===== src/rtl/frame_uart_packer_if.sv =====
// Camera-side strobes, UART TX handshake and packer status grouped into one bundle.
//   frame_start/frame_end/data_valid/data_in : camera byte stream into the packer
//   tx_start/tx_data/tx_finish                 : one-byte UART send handshake
//   busy/overflow/aborted/frame_bytes          : packer status
// The slave modport is the packer; the master modport is its environment.
interface frame_uart_packer_if;
    logic        frame_start;
    logic        frame_end;
    logic        data_valid;
    logic [7:0]  data_in;
    logic        tx_start;
    logic [7:0]  tx_data;
    logic        tx_finish;
    logic        busy;
    logic        overflow;
    logic        aborted;
    logic [15:0] frame_bytes;

    modport master (
        output frame_start, frame_end, data_valid, data_in, tx_finish,
        input  tx_start, tx_data, busy, overflow, aborted, frame_bytes
    );

    modport slave (
        input  frame_start, frame_end, data_valid, data_in, tx_finish,
        output tx_start, tx_data, busy, overflow, aborted, frame_bytes
    );
endinterface


===== src/rtl/frame_uart_packer.sv =====
// Buffers camera bytes in a FIFO and emits each frame as
// SYNC0, SYNC1, payload..., checksum, TRAILER over a byte-wide UART handshake.
//   sys_clk : system clock
//   rst     : synchronous active-high reset
//   link    : slave side of frame_uart_packer_if (camera in, UART out, status)
module frame_uart_packer #(
    parameter int unsigned FIFO_DEPTH = 256,
    parameter int unsigned DECIM      = 1,
    parameter logic [7:0]  SYNC0      = 8'hA5,
    parameter logic [7:0]  SYNC1      = 8'h5A,
    parameter logic [7:0]  TRAILER    = 8'h0D
) (
    input  logic               sys_clk,
    input  logic               rst,
    frame_uart_packer_if.slave link
);

    localparam int unsigned AW = $clog2(FIFO_DEPTH);
    localparam int unsigned CW = AW + 1;
    localparam int unsigned DW = (DECIM > 1) ? $clog2(DECIM) : 1;

    typedef enum logic [2:0] {
        ST_IDLE,
        ST_HDR0,
        ST_HDR1,
        ST_PAYLOAD,
        ST_CSUM,
        ST_TRAILER
    } state_t;

    // ---------------- input side: frame tracking, decimation, FIFO ----------------
    logic          frame_active;
    logic [DW-1:0] dec_cnt;
    logic [7:0]    csum;
    logic [15:0]   frame_bytes;
    logic          overflow;

    logic [7:0]    mem [FIFO_DEPTH];
    logic [AW-1:0] wr_ptr;
    logic [AW-1:0] rd_ptr;
    logic [CW-1:0] count;
    logic          pop_c;

    logic          take_c;
    logic [DW-1:0] dec_base_c;
    logic          cand_c;
    logic          full_c;
    logic          wr_c;
    logic          drop_c;

    // A frame_start restarts decimation, so a byte arriving with it sees count 0.
    assign take_c     = link.data_valid & (link.frame_start | frame_active);
    assign dec_base_c = link.frame_start ? '0 : dec_cnt;
    assign cand_c     = take_c & (dec_base_c == '0);
    assign full_c     = (count == CW'(FIFO_DEPTH));
    // Fullness is judged before any same-cycle pop; frame_start flushes, so it always has room.
    assign wr_c       = cand_c & (link.frame_start | !full_c);
    assign drop_c     = cand_c & !wr_c;

    // Frame flag, decimation counter, checksum, byte count and overflow flag.
    always_ff @(posedge sys_clk) begin
        if (rst) begin
            frame_active <= 1'b0;
            dec_cnt      <= '0;
            csum         <= '0;
            frame_bytes  <= '0;
            overflow     <= 1'b0;
        end else begin
            if (link.frame_start) begin
                frame_active <= 1'b1;
            end else if (link.frame_end) begin
                frame_active <= 1'b0;
            end

            if (take_c) begin
                dec_cnt <= (dec_base_c == DW'(DECIM - 1)) ? '0 : dec_base_c + DW'(1);
            end else if (link.frame_start) begin
                dec_cnt <= '0;
            end

            if (link.frame_start) begin
                csum        <= wr_c ? link.data_in : 8'h00;
                frame_bytes <= wr_c ? 16'h0001 : 16'h0000;
                overflow    <= drop_c;
            end else begin
                if (wr_c) begin
                    csum <= csum + link.data_in;
                    if (frame_bytes != 16'hFFFF) begin
                        frame_bytes <= frame_bytes + 16'h0001;
                    end
                end
                if (drop_c) begin
                    overflow <= 1'b1;
                end
            end
        end
    end

    // FIFO pointers; frame_start discards whatever the previous frame left behind.
    always_ff @(posedge sys_clk) begin
        if (rst) begin
            wr_ptr <= '0;
            rd_ptr <= '0;
            count  <= '0;
        end else if (link.frame_start) begin
            rd_ptr <= wr_ptr;
            wr_ptr <= wr_ptr + AW'(wr_c);
            count  <= CW'(wr_c);
        end else begin
            wr_ptr <= wr_ptr + AW'(wr_c);
            rd_ptr <= rd_ptr + AW'(pop_c);
            count  <= count + CW'(wr_c) - CW'(pop_c);
        end
    end

    // FIFO storage, not reset.
    always_ff @(posedge sys_clk) begin
        if (wr_c) begin
            mem[wr_ptr] <= link.data_in;
        end
    end

    // ---------------- output side: packet FSM and byte handshake ----------------
    state_t     state_q, state_n;
    logic       tx_start_q, tx_start_n;
    logic [7:0] tx_data_q, tx_data_n;
    logic       wait_hi_q, wait_hi_n;
    logic       pend_q, pend_n;
    logic       aborted_q, aborted_n;
    logic       busy_q, busy_n;
    logic       launch;
    logic [7:0] launch_byte;

    logic       byte_done_c;
    logic       slot_free_c;

    // A byte completes when tx_finish returns high after having been seen low.
    assign byte_done_c = wait_hi_q & link.tx_finish;
    assign slot_free_c = !(tx_start_q | wait_hi_q) | byte_done_c;

    // State register.
    always_ff @(posedge sys_clk) begin
        if (rst) begin
            state_q    <= ST_IDLE;
            tx_start_q <= 1'b0;
            tx_data_q  <= 8'h00;
            wait_hi_q  <= 1'b0;
            pend_q     <= 1'b0;
            aborted_q  <= 1'b0;
            busy_q     <= 1'b0;
        end else begin
            state_q    <= state_n;
            tx_start_q <= tx_start_n;
            tx_data_q  <= tx_data_n;
            wait_hi_q  <= wait_hi_n;
            pend_q     <= pend_n;
            aborted_q  <= aborted_n;
            busy_q     <= busy_n;
        end
    end

    // Next state, byte launches and FIFO pops.
    always_comb begin
        state_n     = state_q;
        tx_start_n  = tx_start_q;
        tx_data_n   = tx_data_q;
        wait_hi_n   = wait_hi_q;
        pend_n      = pend_q;
        aborted_n   = aborted_q;
        pop_c       = 1'b0;
        launch      = 1'b0;
        launch_byte = 8'h00;

        if (tx_start_q && !link.tx_finish) begin
            tx_start_n = 1'b0;
            wait_hi_n  = 1'b1;
        end
        if (byte_done_c) begin
            wait_hi_n = 1'b0;
        end

        if (link.frame_start && (state_q != ST_IDLE)) begin
            // Abort: let the byte in flight finish, then restart at the header.
            aborted_n = 1'b1;
            if (slot_free_c) begin
                state_n     = ST_HDR0;
                launch      = 1'b1;
                launch_byte = SYNC0;
                pend_n      = 1'b0;
            end else begin
                pend_n = 1'b1;
            end
        end else if (pend_q) begin
            if (slot_free_c) begin
                state_n     = ST_HDR0;
                launch      = 1'b1;
                launch_byte = SYNC0;
                pend_n      = 1'b0;
            end
        end else begin
            case (state_q)
                ST_IDLE: begin
                    if (link.frame_start) begin
                        state_n     = ST_HDR0;
                        launch      = 1'b1;
                        launch_byte = SYNC0;
                    end
                end
                ST_HDR0: begin
                    if (byte_done_c) begin
                        state_n     = ST_HDR1;
                        launch      = 1'b1;
                        launch_byte = SYNC1;
                    end
                end
                ST_HDR1: begin
                    if (byte_done_c) begin
                        state_n = ST_PAYLOAD;
                    end
                end
                ST_PAYLOAD: begin
                    if (slot_free_c) begin
                        if (count != '0) begin
                            pop_c       = 1'b1;
                            launch      = 1'b1;
                            launch_byte = mem[rd_ptr];
                        end else if (!frame_active) begin
                            state_n     = ST_CSUM;
                            launch      = 1'b1;
                            launch_byte = csum;
                        end
                    end
                end
                ST_CSUM: begin
                    if (byte_done_c) begin
                        state_n     = ST_TRAILER;
                        launch      = 1'b1;
                        launch_byte = TRAILER;
                    end
                end
                ST_TRAILER: begin
                    if (byte_done_c) begin
                        state_n   = ST_IDLE;
                        aborted_n = 1'b0;
                    end
                end
                default: begin
                    state_n = ST_IDLE;
                end
            endcase
        end

        if (launch) begin
            tx_start_n = 1'b1;
            tx_data_n  = launch_byte;
        end
    end

    assign busy_n = (state_n != ST_IDLE);

    assign link.tx_start    = tx_start_q;
    assign link.tx_data     = tx_data_q;
    assign link.busy        = busy_q;
    assign link.aborted     = aborted_q;
    assign link.overflow    = overflow;
    assign link.frame_bytes = frame_bytes;

endmodule


===== src/flat_wrapper.sv =====
// flat-port wrapper written by rule: the top's interface ports become plain ports
module frame_uart_packer_flat 
#(
    parameter int unsigned FIFO_DEPTH = 256,
    parameter int unsigned DECIM      = 1,
    parameter logic [7:0]  SYNC0      = 8'hA5,
    parameter logic [7:0]  SYNC1      = 8'h5A,
    parameter logic [7:0]  TRAILER    = 8'h0D
)
  (sys_clk, rst, link_frame_start, link_frame_end, link_data_valid, link_data_in, link_tx_finish, link_tx_start, link_tx_data, link_busy, link_overflow, link_aborted, link_frame_bytes);
  frame_uart_packer_if link_i ();
  input  logic sys_clk;
  input  logic rst;
  input wire logic [$bits(link_i.frame_start)-1:0] link_frame_start;
  input wire logic [$bits(link_i.frame_end)-1:0] link_frame_end;
  input wire logic [$bits(link_i.data_valid)-1:0] link_data_valid;
  input wire logic [$bits(link_i.data_in)-1:0] link_data_in;
  input wire logic [$bits(link_i.tx_finish)-1:0] link_tx_finish;
  output wire logic [$bits(link_i.tx_start)-1:0] link_tx_start;
  output wire logic [$bits(link_i.tx_data)-1:0] link_tx_data;
  output wire logic [$bits(link_i.busy)-1:0] link_busy;
  output wire logic [$bits(link_i.overflow)-1:0] link_overflow;
  output wire logic [$bits(link_i.aborted)-1:0] link_aborted;
  output wire logic [$bits(link_i.frame_bytes)-1:0] link_frame_bytes;
  assign link_i.frame_start = link_frame_start;
  assign link_i.frame_end = link_frame_end;
  assign link_i.data_valid = link_data_valid;
  assign link_i.data_in = link_data_in;
  assign link_i.tx_finish = link_tx_finish;
  assign link_tx_start = link_i.tx_start;
  assign link_tx_data = link_i.tx_data;
  assign link_busy = link_i.busy;
  assign link_overflow = link_i.overflow;
  assign link_aborted = link_i.aborted;
  assign link_frame_bytes = link_i.frame_bytes;
  frame_uart_packer #(.FIFO_DEPTH(FIFO_DEPTH), .DECIM(DECIM), .SYNC0(SYNC0), .SYNC1(SYNC1), .TRAILER(TRAILER)) u_core (.sys_clk(sys_clk), .rst(rst), .link(link_i));
endmodule

===== config.mk =====
export PLATFORM = sky130hd
export DESIGN_NAME = frame_uart_packer_flat
export DESIGN_NICKNAME = d
export VERILOG_FILES = /design/src/rtl/frame_uart_packer_if.sv /design/src/rtl/frame_uart_packer.sv /design/src/flat_wrapper.sv
export SDC_FILE = /design/constraint.sdc
export NUM_CORES = 2
export LEC_CHECK = 0
export CAP_MARGIN = 20
export CORE_ASPECT_RATIO = 2
export CORE_MARGIN = 8
export CORE_UTILIZATION = 47
export CTS_BUF_LIST = sky130_fd_sc_hd__clkbuf_8
export DETAILED_ROUTE_END_ITERATION = 8
export PLACE_DENSITY = 0.64
export SLEW_MARGIN = 20
export SYNTH_ARGS = -nofsm -noshare
export SYNTH_HDL_FRONTEND = slang
export SYNTH_SLANG_ARGS = --single-unit

===== constraint.sdc =====
create_clock -name sys_clk -period 3.86 [get_ports sys_clk]
set_clock_uncertainty 0.05 [all_clocks]
set_input_delay 0.772 -clock sys_clk [delete_from_list [all_inputs] [get_ports sys_clk]]
set_output_delay 0.772 -clock sys_clk [all_outputs]
set_load 0.01 [all_outputs]

==> flow_summary.toml <==
[worst_setup_path]
max_stage_delay_ps = 610
cp_max_fo = 27
critPathSlowestCell = "dfxtp_4"
cp_cell_sequence = "buf_12 -> mux4_2 -> mux2i_1 -> o22ai_1 -> a2111oi_0 -> o2111ai_1 -> and3b_1 -> a21oi_1 -> o41ai_1"
crit_path_start_kind = "flop"
arrival_ps = 4430
path_class = "reg2reg"
critPathCaptureType = "flop"
required_ps = 4580

[logic_synthesis]
netlist_area_mm2 = 0.08302
syn_inst = 4066
synth_edf_count = 2048
ys_warn_count = 0
seq_area_frac_synth_pct = 75.72
synthArstFlopShare_pct = 0
ys_ff_latch = 2116
syn_nets = 4106
synthFlopType = "edfxtp_1"
ys_types = 73
synth.avg_cell_area_um2 = 20.42

[power_and_ir_drop]
ir_drop_uv = 294.9
p_per_area_mw_per_mm2 = 462.3
p_leak_nw = 29.04
p_total_mw = 43.55

[global_route]
grt_pass1_wl_um = 318800
antenna_found_initial = 7
grt_pass1_vias = 44560
overflow = 0
grt_usage_pct = 23.09
grt_start_max_net_pins = 183

[finish]
nFillCells = 13580
final_core_util_pct = 53.55
drive_gt1_share_pct = 27.87
layout_common_cells = "edfxtp_1, mux4_2, buf_4, nor2_1, clkbuf_8"
syn2layout_area_growth_pct = 13.48
final_common_cell = "edfxtp_1"
postLayoutCellArea_mm2 = 0.09421
stdcell_count = 7097
final_nets = 4614

[sta]
period_needed_ps = 3708
slew_violations = 0
finalSetupViolations = 0
rsz0062_at_grt = "false"
fmax_mhz = 269.7
hold_viol = 0
hold_ws_ps = 219.0
max_slew.worst_pin.slew_ps = 1076
slew_headroom_pct = 28.30
period_share_pct = 96.06

[die]
placeableCoreArea_mm2 = 0.1759
die_width_um = 313.2
start_util_pct = 47.19
die_area_mm2 = 0.1912
die_h_um = 610.4
rows = 218
boundaryPins = 42

[outcome]
status = "finished clean"

[clock_network]
cts.clk_slew.worst_paths_ps = 70
cts-buffers-inserted = 280
cts_tree = "built"
clock_latency_ps = 910
ctsRootBufferMaster = "clkbuf_8"
cts_max_level = 5
cts_max_path_buffers = 4
cts_sinks = 2116

[place]
dpl.cell_count = 6601
portBuffers = 41
gp_congestion = 0.8874
dp_hpwl_um = 146400
placed_cell_area_mm2 = 0.08887

[detailed_routing]
wirelength_um = 224900
viasPerCell = 6.057
drtIter0Drc = 4138
num_vias = 42990
drc = 0
firstDrtPassIters = 6
routedWlPerCell_um = 31.69
drtAntennaViolNets = 0

[job]
drv_cap = 0

[hold_path]
hold_class = "in2reg"
[logic make-up after synthesis]
kind of cell	synth area share [%]
fa+ha+maj	0.4100
flops	75.72
xor+xnor	0.3376
mux	15.77
compound gates	2.870
buf+inv	1.726
simple gates	3.165
[area by class of cell]
type                    count  area, um^2  area share, %
diodes                      4       10.01        0.01063
clock buffers             289        3978          4.222
clock inverters           202        1320          1.401
inverters                  31       116.4         0.1235
multi-input cells        1684       18810          19.96
flip-flops and latches   2116       62880          66.75
well taps                2310        2890          3.068
repair buffers            461        4207          4.465
[timing repair]
item	CTS	global route
endpoints found under the setup margin	0	2
hold buffers	0	0
buffers inserted	0	1
resized for setup	0	6
[per-stage QoR]
step           setup slack [ps]  TNS, ps
2_1_floorplan             355.0        0
3_3_place_gp             -511.5   -765.5
3_5_place_dp             -400.3   -588.9
4_1_cts                   58.68        0
5_1_grt                   22.32        0
6_report                  152.1        0
[metal layers]
| metal | vias to the layer above | track usage, % | part of all wire, % |
|---|---|---|---|
| met5 | - | 0 | 0.015 |
| met4 | 4 | 11.51 | 5.7 |
| met3 | 531 | 3.376 | 6.4 |
| met2 | 1959 | 42.50 | 54 |
| met1 | 22720 | 25.92 | 34 |
| li1 | 17770 | - | - |
[critical path, delay by kind of cell (launching register included)]
| family | cells | cell delay [ps] |
|---|---|---|
| buffers and inverters | 1 | 290 |
| AOI/OAI and AO/OA | 5 | 1200 |
| and+or+nand+nor | 1 | 300 |
| muxes | 2 | 1050 |
| DFF | 1 | 610 |
[Yosys cell counts (11+ instances only)]
master / instances / area [um^2]
a211oi_1: 24 / 180.2
a21oi_1: 98 / 490.5
a221oi_1: 12 / 105.1
a22oi_1: 49 / 367.9
a31oi_1: 13 / 81.33
buf_1: 14 / 52.55
buf_2: 53 / 265.3
buf_4: 30 / 225.2
buf_6: 31 / 349.1
clkbuf_1: 105 / 394.1
dfxtp_1: 68 / 1361
edfxtp_1: 2048 / 61500
ha_1: 24 / 300.3
inv_1: 29 / 108.9
mux2i_1: 146 / 1461
mux4_2: 516 / 11620
nand2_1: 97 / 364.1
nand3_1: 26 / 130.1
nand4_1: 11 / 68.82
nor2_1: 357 / 1340
nor2b_1: 23 / 143.9
nor3_1: 14 / 70.07
o21ai_0: 47 / 235.2
o221ai_1: 22 / 192.7
o22ai_1: 29 / 181.4
xnor2_1: 12 / 105.1
xor2_1: 20 / 175.2
[flip-flops by register name, indices dropped and copies added (netlist names)]
signal,cells
u_core.frame_active,1
u_core.link.tx_start,1
u_core.rd_ptr,8
u_core.mem,2048
u_core.wait_hi_q,1
u_core.pend_q,1
u_core.count,9
u_core.link.tx_data,8
u_core.csum,8
u_core.state_q,3
u_core.link.aborted,1
u_core.link.frame_bytes,16
u_core.link.overflow,1
u_core.link.busy,1
u_core.dec_cnt,1
u_core.wr_ptr,8
[path summary, 6_finish.rpt]
path / from / end / slack (ps) / cells past startpoint
max: u_core.rd_ptr[0] / u_core.link.tx_data[6] / 150 / 9
min: link_data_in[1] / u_core.mem[42][1] / 220 / 1
max reg2reg: u_core.rd_ptr[0] / u_core.link.tx_data[6] / 150 / 9
min reg2reg: u_core.link.overflow / u_core.link.overflow / 440 / 2
[power by group]
group / leakage (nW) / switching, mW / internal, mW
Clock: 2.94 / 8.25 / 8.14
Combinational: 7.14 / 1.17 / 0.752
Sequential: 19.0 / 0.0464 / 25.2
Total: 29.0 / 9.47 / 34.1
(Power assumes the default switching activity.)
